<file path="config.mk">
export PLATFORM = sky130hd
export DESIGN_NAME = mc_control_flat
export DESIGN_NICKNAME = d
export VERILOG_FILES = /design/src/rtl/mc_control_pkg.sv /design/src/rtl/mc_control_if.sv /design/src/rtl/mc_control_alu_control.sv /design/src/rtl/mc_control.sv /design/src/flat_wrapper.sv
export SDC_FILE = /design/constraint.sdc
export NUM_CORES = 1
export LEC_CHECK = 0
export CAP_MARGIN = 0
export CELL_PAD_IN_SITES_DETAIL_PLACEMENT = 0
export CELL_PAD_IN_SITES_GLOBAL_PLACEMENT = 2
export CORE_MARGIN = 1.5
export CORE_UTILIZATION = 18
export DETAILED_ROUTE_END_ITERATION = 16
export PLACE_DENSITY = 0.72
export SYNTH_ARGS = -nofsm -noshare
export SYNTH_HDL_FRONTEND = slang
export SYNTH_SLANG_ARGS = --single-unit
</file>
<file path="constraint.sdc">
create_clock -name clock -period 2.5 [get_ports clock]
set_input_delay 0.75 -clock clock [delete_from_list [all_inputs] [get_ports clock]]
set_output_delay 0.75 -clock clock [all_outputs]
set_load 0.02 [all_outputs]
</file>
<file path="src/rtl/mc_control_pkg.sv">
// -----------------------------------------------------------------------------
// mc_control_pkg
// Shared definitions for the multi-cycle MIPS control unit: state encodings,
// opcode and funct constants, ALU operation codes and the mux-select codes
// driven onto the datapath.
// Optional build macro: MC_CONTROL_ADDI_EN. The ADDI_EX/ADDI_WB encodings
// are always declared here. They are only reachable when the macro is defined.
// -----------------------------------------------------------------------------
package mc_control_pkg;

    // Controller states; the numeric values are visible on the debug port.
    typedef enum logic [3:0] {
        FETCH     = 4'd0,
        DECODE    = 4'd1,
        MEM_ADDR  = 4'd2,
        MEM_READ  = 4'd3,
        MEM_WB    = 4'd4,
        MEM_WRITE = 4'd5,
        EXECUTE   = 4'd6,
        R_WB      = 4'd7,
        BRANCH    = 4'd8,
        JUMP      = 4'd9,
        ADDI_EX   = 4'd10,
        ADDI_WB   = 4'd11
    } state_t;

    // Opcodes (IR[31:26])
    localparam logic [5:0] OP_RTYPE = 6'b000000;
    localparam logic [5:0] OP_LW    = 6'b100011;
    localparam logic [5:0] OP_SW    = 6'b101011;
    localparam logic [5:0] OP_BEQ   = 6'b000100;
    localparam logic [5:0] OP_J     = 6'b000010;
    localparam logic [5:0] OP_ADDI  = 6'b001000;

    // R-type function codes (IR[5:0])
    localparam logic [5:0] FN_ADD = 6'b100000;
    localparam logic [5:0] FN_SUB = 6'b100010;
    localparam logic [5:0] FN_AND = 6'b100100;
    localparam logic [5:0] FN_OR  = 6'b100101;
    localparam logic [5:0] FN_NOR = 6'b100111;
    localparam logic [5:0] FN_SLT = 6'b101010;

    // ALU operation codes
    localparam logic [3:0] ALU_AND = 4'b0000;
    localparam logic [3:0] ALU_OR  = 4'b0001;
    localparam logic [3:0] ALU_ADD = 4'b0010;
    localparam logic [3:0] ALU_SUB = 4'b0110;
    localparam logic [3:0] ALU_SLT = 4'b0111;
    localparam logic [3:0] ALU_NOR = 4'b1100;

    // ALU B operand select
    localparam logic [1:0] SRCB_REG   = 2'b00;
    localparam logic [1:0] SRCB_FOUR  = 2'b01;
    localparam logic [1:0] SRCB_IMM   = 2'b10;
    localparam logic [1:0] SRCB_IMMSH = 2'b11;

    // PC source select
    localparam logic [1:0] PCSRC_ALU    = 2'b00;
    localparam logic [1:0] PCSRC_ALUOUT = 2'b01;
    localparam logic [1:0] PCSRC_JUMP   = 2'b10;

endpackage

</file>
<file path="src/rtl/mc_control_if.sv">
// -----------------------------------------------------------------------------
// mc_control_if
// Bundle between the control unit and the multi-cycle datapath.
//   opcode/funct/zero : IR fields and ALU zero flag, datapath -> control
//   pc_en ... illegal  : per-state control strobes and mux selects
//   state              : current controller state for debug
// Modports: master = control unit, slave = datapath.
// -----------------------------------------------------------------------------
interface mc_control_if;

    logic [5:0] opcode;
    logic [5:0] funct;
    logic       zero;

    logic       pc_en;
    logic       i_or_d;
    logic       mem_read;
    logic       mem_write;
    logic       ir_write;
    logic       reg_dst;
    logic       mem_to_reg;
    logic       reg_write;
    logic       alu_src_a;
    logic [1:0] alu_src_b;
    logic [1:0] pc_source;
    logic [3:0] alu_op;
    logic       illegal;
    logic [3:0] state;

    modport master (
        input  opcode, funct, zero,
        output pc_en, i_or_d, mem_read, mem_write, ir_write, reg_dst,
               mem_to_reg, reg_write, alu_src_a, alu_src_b, pc_source,
               alu_op, illegal, state
    );

    modport slave (
        output opcode, funct, zero,
        input  pc_en, i_or_d, mem_read, mem_write, ir_write, reg_dst,
               mem_to_reg, reg_write, alu_src_a, alu_src_b, pc_source,
               alu_op, illegal, state
    );

endinterface

</file>
<file path="src/rtl/mc_control_alu_control.sv">
// -----------------------------------------------------------------------------
// alu_control
// Combinational R-type funct decoder.
//   funct       in  6  IR[5:0]
//   alu_op      out 4  ALU operation (add for unknown funct)
//   funct_legal out 1  high when funct is a supported R-type operation
// -----------------------------------------------------------------------------
module alu_control
    import mc_control_pkg::*;
(
    input  logic [5:0] funct,
    output logic [3:0] alu_op,
    output logic       funct_legal
);

    // Unknown function codes fall back to add so the ALU sees a harmless op
    // while the controller flags the instruction as illegal.
    always_comb begin
        alu_op      = ALU_ADD;
        funct_legal = 1'b1;
        case (funct)
            FN_AND:  alu_op = ALU_AND;
            FN_OR:   alu_op = ALU_OR;
            FN_ADD:  alu_op = ALU_ADD;
            FN_SUB:  alu_op = ALU_SUB;
            FN_SLT:  alu_op = ALU_SLT;
            FN_NOR:  alu_op = ALU_NOR;
            default: funct_legal = 1'b0;
        endcase
    end

endmodule

</file>
<file path="src/rtl/mc_control.sv">
// -----------------------------------------------------------------------------
// mc_control
// Multi-cycle MIPS control unit. Moore FSM that sequences the shared datapath
// (PC/IR, unified memory, register file, ALU) one state per clock.
//   clock  in  system clock, all state changes on posedge
//   reset  in  synchronous, active-high; forces FETCH and masks all strobes
//   bus    mc_control_if.master: opcode/funct/zero in, control signals out
// Parameter MEM_LAT (1..8): cycles spent in FETCH and in MEM_READ.
// Optional build macro: MC_CONTROL_ADDI_EN enables the addi instruction
// (ADDI_EX/ADDI_WB states). Without it, addi decodes as illegal.
// -----------------------------------------------------------------------------
module mc_control
    import mc_control_pkg::*;
#(
    parameter int MEM_LAT = 1
)(
    input  logic          clock,
    input  logic          reset,
    mc_control_if.master  bus
);

    localparam logic [2:0] CNT_LAST = 3'(MEM_LAT - 1);

    state_t     state_q, state_d;
    logic [2:0] cnt_q, cnt_d;

    logic       pc_write, pc_write_cond;
    logic       i_or_d, mem_read, mem_write, ir_write;
    logic       reg_dst, mem_to_reg, reg_write;
    logic       alu_src_a;
    logic [1:0] alu_src_b, pc_source;
    logic [3:0] alu_op;
    logic       illegal;

    logic [3:0] fn_alu_op;
    logic       fn_legal;
    logic       cnt_done;

    alu_control u_alu_control (
        .funct       (bus.funct),
        .alu_op      (fn_alu_op),
        .funct_legal (fn_legal)
    );

    assign cnt_done = (cnt_q == CNT_LAST);

    always_ff @(posedge clock) begin
        if (reset) begin
            state_q <= FETCH;
            cnt_q   <= '0;
        end else begin
            state_q <= state_d;
            cnt_q   <= cnt_d;
        end
    end

    // Next state and Moore outputs. The latency counter only advances while
    // dwelling in FETCH or MEM_READ and is cleared by every other path.
    always_comb begin
        state_d       = FETCH;
        cnt_d         = '0;
        pc_write      = 1'b0;
        pc_write_cond = 1'b0;
        i_or_d        = 1'b0;
        mem_read      = 1'b0;
        mem_write     = 1'b0;
        ir_write      = 1'b0;
        reg_dst       = 1'b0;
        mem_to_reg    = 1'b0;
        reg_write     = 1'b0;
        alu_src_a     = 1'b0;
        alu_src_b     = SRCB_REG;
        pc_source     = PCSRC_ALU;
        alu_op        = ALU_AND;
        illegal       = 1'b0;

        case (state_q)
            FETCH: begin
                mem_read  = 1'b1;
                alu_src_b = SRCB_FOUR;
                alu_op    = ALU_ADD;
                if (cnt_done) begin
                    ir_write = 1'b1;
                    pc_write = 1'b1;
                    state_d  = DECODE;
                end else begin
                    cnt_d   = cnt_q + 3'd1;
                    state_d = FETCH;
                end
            end

            DECODE: begin
                alu_src_b = SRCB_IMMSH;
                alu_op    = ALU_ADD;
                case (bus.opcode)
                    OP_RTYPE: state_d = EXECUTE;
                    OP_LW,
                    OP_SW:    state_d = MEM_ADDR;
                    OP_BEQ:   state_d = BRANCH;
                    OP_J:     state_d = JUMP;
`ifdef MC_CONTROL_ADDI_EN
                    OP_ADDI:  state_d = ADDI_EX;
`endif
                    default: begin
                        illegal = 1'b1;
                        state_d = FETCH;
                    end
                endcase
            end

            MEM_ADDR: begin
                alu_src_a = 1'b1;
                alu_src_b = SRCB_IMM;
                alu_op    = ALU_ADD;
                state_d   = (bus.opcode == OP_SW) ? MEM_WRITE : MEM_READ;
            end

            MEM_READ: begin
                mem_read = 1'b1;
                i_or_d   = 1'b1;
                if (cnt_done) begin
                    state_d = MEM_WB;
                end else begin
                    cnt_d   = cnt_q + 3'd1;
                    state_d = MEM_READ;
                end
            end

            MEM_WB: begin
                reg_write  = 1'b1;
                mem_to_reg = 1'b1;
            end

            MEM_WRITE: begin
                mem_write = 1'b1;
                i_or_d    = 1'b1;
            end

            EXECUTE: begin
                alu_src_a = 1'b1;
                alu_src_b = SRCB_REG;
                alu_op    = fn_alu_op;
                if (fn_legal) begin
                    state_d = R_WB;
                end else begin
                    illegal = 1'b1;
                end
            end

            R_WB: begin
                reg_write = 1'b1;
                reg_dst   = 1'b1;
            end

            BRANCH: begin
                alu_src_a     = 1'b1;
                alu_src_b     = SRCB_REG;
                alu_op        = ALU_SUB;
                pc_write_cond = 1'b1;
                pc_source     = PCSRC_ALUOUT;
            end

            JUMP: begin
                pc_write  = 1'b1;
                pc_source = PCSRC_JUMP;
            end

`ifdef MC_CONTROL_ADDI_EN
            ADDI_EX: begin
                alu_src_a = 1'b1;
                alu_src_b = SRCB_IMM;
                alu_op    = ALU_ADD;
                state_d   = ADDI_WB;
            end

            ADDI_WB: begin
                reg_write = 1'b1;
            end
`endif

            default: state_d = FETCH;
        endcase
    end

    // Strobes are masked by reset combinationally: the state register only
    // returns to FETCH on the next edge, so the cycle in which reset rises
    // must not be allowed to write anything.
    assign bus.pc_en      = ~reset & (pc_write | (pc_write_cond & bus.zero));
    assign bus.mem_read   = ~reset & mem_read;
    assign bus.mem_write  = ~reset & mem_write;
    assign bus.ir_write   = ~reset & ir_write;
    assign bus.reg_write  = ~reset & reg_write;
    assign bus.illegal    = ~reset & illegal;

    assign bus.i_or_d     = i_or_d;
    assign bus.reg_dst    = reg_dst;
    assign bus.mem_to_reg = mem_to_reg;
    assign bus.alu_src_a  = alu_src_a;
    assign bus.alu_src_b  = alu_src_b;
    assign bus.pc_source  = pc_source;
    assign bus.alu_op     = alu_op;
    assign bus.state      = state_q;

endmodule

</file>
<file path="src/flat_wrapper.sv">
// flat-port wrapper written by rule: the top's interface ports become plain ports
module mc_control_flat import mc_control_pkg::*;
#(
    parameter int MEM_LAT = 1
)
  (clock, reset, bus_opcode, bus_funct, bus_zero, bus_pc_en, bus_i_or_d, bus_mem_read, bus_mem_write, bus_ir_write, bus_reg_dst, bus_mem_to_reg, bus_reg_write, bus_alu_src_a, bus_alu_src_b, bus_pc_source, bus_alu_op, bus_illegal, bus_state);
  mc_control_if bus_i ();
  input  logic clock;
  input  logic reset;
  input wire logic [$bits(bus_i.opcode)-1:0] bus_opcode;
  input wire logic [$bits(bus_i.funct)-1:0] bus_funct;
  input wire logic [$bits(bus_i.zero)-1:0] bus_zero;
  output wire logic [$bits(bus_i.pc_en)-1:0] bus_pc_en;
  output wire logic [$bits(bus_i.i_or_d)-1:0] bus_i_or_d;
  output wire logic [$bits(bus_i.mem_read)-1:0] bus_mem_read;
  output wire logic [$bits(bus_i.mem_write)-1:0] bus_mem_write;
  output wire logic [$bits(bus_i.ir_write)-1:0] bus_ir_write;
  output wire logic [$bits(bus_i.reg_dst)-1:0] bus_reg_dst;
  output wire logic [$bits(bus_i.mem_to_reg)-1:0] bus_mem_to_reg;
  output wire logic [$bits(bus_i.reg_write)-1:0] bus_reg_write;
  output wire logic [$bits(bus_i.alu_src_a)-1:0] bus_alu_src_a;
  output wire logic [$bits(bus_i.alu_src_b)-1:0] bus_alu_src_b;
  output wire logic [$bits(bus_i.pc_source)-1:0] bus_pc_source;
  output wire logic [$bits(bus_i.alu_op)-1:0] bus_alu_op;
  output wire logic [$bits(bus_i.illegal)-1:0] bus_illegal;
  output wire logic [$bits(bus_i.state)-1:0] bus_state;
  assign bus_i.opcode = bus_opcode;
  assign bus_i.funct = bus_funct;
  assign bus_i.zero = bus_zero;
  assign bus_pc_en = bus_i.pc_en;
  assign bus_i_or_d = bus_i.i_or_d;
  assign bus_mem_read = bus_i.mem_read;
  assign bus_mem_write = bus_i.mem_write;
  assign bus_ir_write = bus_i.ir_write;
  assign bus_reg_dst = bus_i.reg_dst;
  assign bus_mem_to_reg = bus_i.mem_to_reg;
  assign bus_reg_write = bus_i.reg_write;
  assign bus_alu_src_a = bus_i.alu_src_a;
  assign bus_alu_src_b = bus_i.alu_src_b;
  assign bus_pc_source = bus_i.pc_source;
  assign bus_alu_op = bus_i.alu_op;
  assign bus_illegal = bus_i.illegal;
  assign bus_state = bus_i.state;
  mc_control #(.MEM_LAT(MEM_LAT)) u_core (.clock(clock), .reset(reset), .bus(bus_i));
endmodule
</file>
### Word-level counts from Yosys, hierarchy flattened

Cells that the tools add are included.

| storage, ports and cells | value |
|---|---|
| register bits | 7 |
| bits in latches | 0 |
| memory bits (writable) | 0 |
| bits in read-only memories | 0 |
| output and inout bits | 22 |
| word-level logic and storage cells | 69 |
| memories kept | 0 |

| cells by class | value |
|---|---|
| $add $sub $neg | 1 |
| $mul | 0 |
| divide/modulo/power cells | 0 |
| magnitude comparators | 0 |
| equal/unequal tests | 19 |
| shift-type cells | 0 |
| multiplexer cells | 25 |
| bitwise operators | 10 |
| reductions and logical operators | 12 |

Operator list:

| operator | count |
|---|---|
| == test 6 bit, second input constant | 8 |
| one-hot mux 4 bit (5 select lines) | 2 |
| == test 4 x 3 -> 1 bit, second input constant | 4 |
| one-hot mux 4 bit (4 select lines) | 1 |
| two-way mux 1 bit | 14 |
| one-hot mux 4 bit (3 select lines) | 1 |
| two-way mux 3 bit | 3 |
| OR reduction 3 bit | 3 |
| == test 4 x 2 -> 1 bit, second input constant | 2 |
| == test 4 bit, second input constant | 2 |
| OR reduction 2 bit | 4 |
| AND 1 bit | 7 |
| == test 6 x 2 -> 1 bit, second input constant | 1 |
| == test 6 x 3 -> 1 bit, second input constant | 1 |
| zero test 6 bit | 1 |
| one-hot mux 2 bit (3 select lines) | 1 |
| OR reduction 6 bit | 1 |
| OR reduction 5 bit | 1 |
| == test 4 x 1 -> 1 bit, second input constant | 1 |
| zero test 4 bit | 1 |
| one-hot mux 1 bit (2 select lines) | 2 |
| one-hot mux 2 bit (2 select lines) | 1 |
| adder 3 x 1 -> 3 bit, second input constant | 1 |
| zero test 3 bit | 1 |
| 2 further kinds | 3 |

### Logic depth before layout (Yosys ltp)

| depth | value |
|---|---|
| word-level depth | 6 |
| mapped depth | 6 |

### By module

Synthesis repeated with hierarchy kept, for this count alone.

| second synthesis, totals | value |
|---|---|
| cells, all modules | 97 |
| area, all modules | 724.4 um^2 |

Modules (own cells, without submodules):

| module | instances | cells an instance | area each (um^2) | seq. area each (um^2) |
|---|---|---|---|---|
| mc_control | 1 | 83 | 605.6 | 140.1 |
| alu_control | 1 | 14 | 118.9 | 0.0 |

### Least setup slack after synthesis

No wires, ideal clock.

| path | value |
|---|---|
| path type | input -> output |
| from | input port reset |
| to | output port bus_ir_write |
| data arrival time | 1.823 ns |
| data required time | 1.750 ns |
| setup slack | -0.073 ns |
| cell stages on the path | 3 |
| buffers on the path | 1 |
| cells stage by stage | or3_1 > clkbuf_1 > nor4_1 |

| on the way | value |
|---|---|
| longest elaborated chain between the ends | 2 |

RTL lines:

| element | line | source |
|---|---|---|
| start, declared | flat_wrapper.sv:9 | `input logic reset;` |
| inverter 1 bit | mc_control.sv:191 | `assign bus.ir_write = ~reset & ir_write;` |
| AND 1 bit | mc_control.sv:191 |  |
| end, declared | flat_wrapper.sv:17 | `output wire logic [$bits(bus_i.ir_write)-1:0] bus_ir_write;` |

Every way passes these cells.

### Worst setup path after layout

| path | value |
|---|---|
| from | input port bus_opcode[5] |
| to | output port bus_illegal |

| on the way | value |
|---|---|
| longest elaborated chain between the ends | 5 |
| elaborated cells between the ends (all ways) | 9 |

RTL lines:

| element | line | source |
|---|---|---|
| start, declared | flat_wrapper.sv:10 | `input wire logic [$bits(bus_i.opcode)-1:0] bus_opcode;` |
| == test 6 bit, or another cell as far along | mc_control.sv:95 | `case (bus.opcode)` |
| OR reduction 5 bit (no source line) (*) | - |  |
| two-way mux 1 bit (*) | mc_control.sv:95 |  |
| one-hot mux 1 bit (2 select lines) (*) | mc_control.sv:77 | `case (state_q)` |
| AND 1 bit (*) | mc_control.sv:193 | `assign bus.illegal = ~reset & illegal;` |
| end, declared | flat_wrapper.sv:25 | `output wire logic [$bits(bus_i.illegal)-1:0] bus_illegal;` |

Every way passes the cells marked *; elsewhere a longest branch is shown, timed or not.

==> impl_results.md <==
* Clock latency at the later pin of the worst-skew pair at 0.23 ns
* Ys async rst share at 0
* CTS Buffer Depth at 2
* CP required at 1.75 ns
* Full die area at 4360 um^2
* Die Y at 66.1 um
* Mean Syn Cell Area at 7.38 um^2
* Row count at 22
* DP HPWL at 2.03 mm
* Fmax at 376 MHz
* Max-slew violations at 0
* CP Buf/Inv Count at 2
* Cts bufs inserted at 3
* Rel. slew slack at 0.775
* Syn-to-layout area delta at 105%
* Critical Path Max Stage Delay at 0.38 ns
* Root buffer cell: clkbuf_8
* ANT nets after route at 0
* Wire length per cell at 12.1 um
* Post-synth EDFFs at 0
* Placed Instances at 204
* Final Instance Count excl. Fillers at 216
* Slew @ Worst Pin at 0.337 ns
* Avg Vias per Cell at 4.48
* Final WS setup at -0.163 ns
* CP max-delay cell: or3_4
* First-pass GRT wire length at 4.24 mm
* Status: finished with violations
* Critical path type: primary input to output pin
* Most used DFF post-synth: dfxtp_1
* Period utilization at 1.07
* Vias in the first global route at 980
* Cell area after synthesis at 716 um^2
* DR pass1 iterations at 4
* Crit path max fanout at 2
* PortBufs at 36
* Worst Skew at 0.00156 ns
* Setup violators final at 1
* Distinct cells, synth at 42
* Power Dens Cells at 286 nW/um^2
* Width of the die at 66.1 um
* Crit-path leading delay family: simple AND/OR/NAND/NOR gates
* H-tree levels at 1
* # IOs at 37
* Grt ovf at 0
* Antenna Cells at 0
* Initial core utilization at 0.191
* Initial drt markers at 27
* Critical Path Source Type: primary input
* Arrival @ worst endpoint at 1.91 ns
* Sequential share of the synthesized area at 0.196
* CTS Sinks at 7
* RSZ-0062 raised after global routing: yes
* Critical Path End Type: output pin
* Initial antenna violation count at 0
* Fin crit period at 2.66 ns
* Seq cells post-synth at 7
* Cells after Synth at 97
* Largest net degree at the start of global routing at 9
* Final hold viol count at 0
* Worst VDD drop at 0.279 mV
* Dpl ws at -0.934 ns
* Maxcap violations at 0
* # fillers at 412
* Vias at 967
* Lkg Pwr at 0.667 nW
* Clk slew on worst S/H paths at 0.04 ns
* GR Util All Layers at 0.123
* Min-Delay Path Class: flip-flop to flip-flop
* Final WL at 2.62 mm
* Synth Warn # at 0
* Worst-path cell chain: buf_6 -> or3_4 -> or3_4 -> a31o_1 -> buf_6
* Final nets at 186
* Fraction of layout cells with a size suffix above 1 at 0.440
* Placer Congestion at 0.786
* Core Box Area at 3740 um^2
* Syn_nets at 114
* DR DRC count at 0
* CTS tree: done
* Violated checks: negative setup slack
==> worst register-to-register path: cells and delay by family (launching register included) <==
kind                   cells  cell delay [ns]
AO/OA/AOI/OAI              1             0.10
AND/OR/NAND/NOR            2             0.76
buffers and inverters      4             0.54
flip-flops                 1             0.35
==> cell usage after synthesis, drive strengths merged, types with 3 or more instances <==
master	number	area, um^2
a21oi	3	15.0
buf	4	20.0
dfxtp	7	140
nand2	5	18.8
nand2b	6	37.5
nor2	11	41.3
nor2b	4	25.0
nor3	9	45.0
nor4	3	18.8
o21ai	7	38.8
or3	3	23.8
xnor2	3	26.3
==> area by class of cell <==
type	count	area (um^2)	area share
multi-input combinational	82	611	0.415
inverter	2	7.51	0.00511
sequential	7	141	0.0962
timing repair buffer	73	606	0.412
tap	48	60.1	0.0409
clock buffer	4	45.0	0.0306
==> timing repair <==
action                                  4_1_cts  5_1_grt
pin swaps                                    15        8
buffers inserted                              8        0
gates cloned                                  0        0
hold buffers                                  0        0
gates resized for setup                      94        9
endpoints found under the setup margin       15        6
==> sequential cells by signal (all words and copies together) (netlist names) <==
name and count:
u_core.bus.state 4, u_core.cnt_q 3
==> placed cells by master (no fill, tap or decap), drive strengths merged, types with 2 or more instances in the layout <==
master	count
dfxtp	7
nand2	5
nand2b	6
mux2	2
o32ai	2
dlygate4sd2	12
a31o	2
clkdlybuf4s50	6
ha	2
or3	3
a21oi	3
nor2	11
o21ai	7
clkdlybuf4s15	4
nor2b	4
buf	50
xnor2	3
clkbuf	4
nor4	3
inv	2
nor3	9
and3	2
==> layer usage <==
metal	routed length, um	track usage
met1	1210	0.149
met2	1270	0.227
met3	130	0.0273
met4	7	0.0153
met5	0	0
==> power by group <==
part	switching, mW	leakage (nW)	internal [mW]
clock network	0.0489	0.0228	0.110
registers	0.00256	0.0572	0.114
logic	0.0657	0.587	0.0790
total	0.117	0.667	0.303
==> path summary, 6_finish.rpt <==
kind                                     startpoint             endpoint  slack (ns)  depth (start not counted)
worst max register to register  u_core.bus.state[2]  u_core.bus.state[2]        0.67                          7
worst max-delay path                  bus_opcode[5]          bus_illegal       -0.16                          5
worst min-delay path                u_core.cnt_q[0]      u_core.cnt_q[0]        0.45                          1
worst min register to register      u_core.cnt_q[0]      u_core.cnt_q[0]        0.45                          1
==> kinds of logic after synthesis <==
group | synth area share
AND/OR/NAND/NOR | 0.392
AO/OA/AOI/OAI | 0.234
buffers and inverters | 0.0490
flip-flops | 0.196
XOR/XNOR | 0.0490
adder cells (fa/ha/maj) | 0.0489
multiplexers | 0.0315
==> per-stage QoR <==
step           setup TNS, ns  hold WS, ns  area [um^2]   util  total power [mW]
2_1_floorplan              0        0.417          722      -             0.172
3_3_place_gp           -6.63        0.429         1330  0.356             0.252
3_5_place_dp           -6.63        0.455         1330  0.356             0.252
4_1_cts               -0.219        0.461         1450  0.388             0.422
5_1_grt               -0.190        0.478         1470  0.393             0.442
6_report              -0.163        0.453         1470  0.393             0.420
No activity file was read; power rests on OpenSTA's default activity.
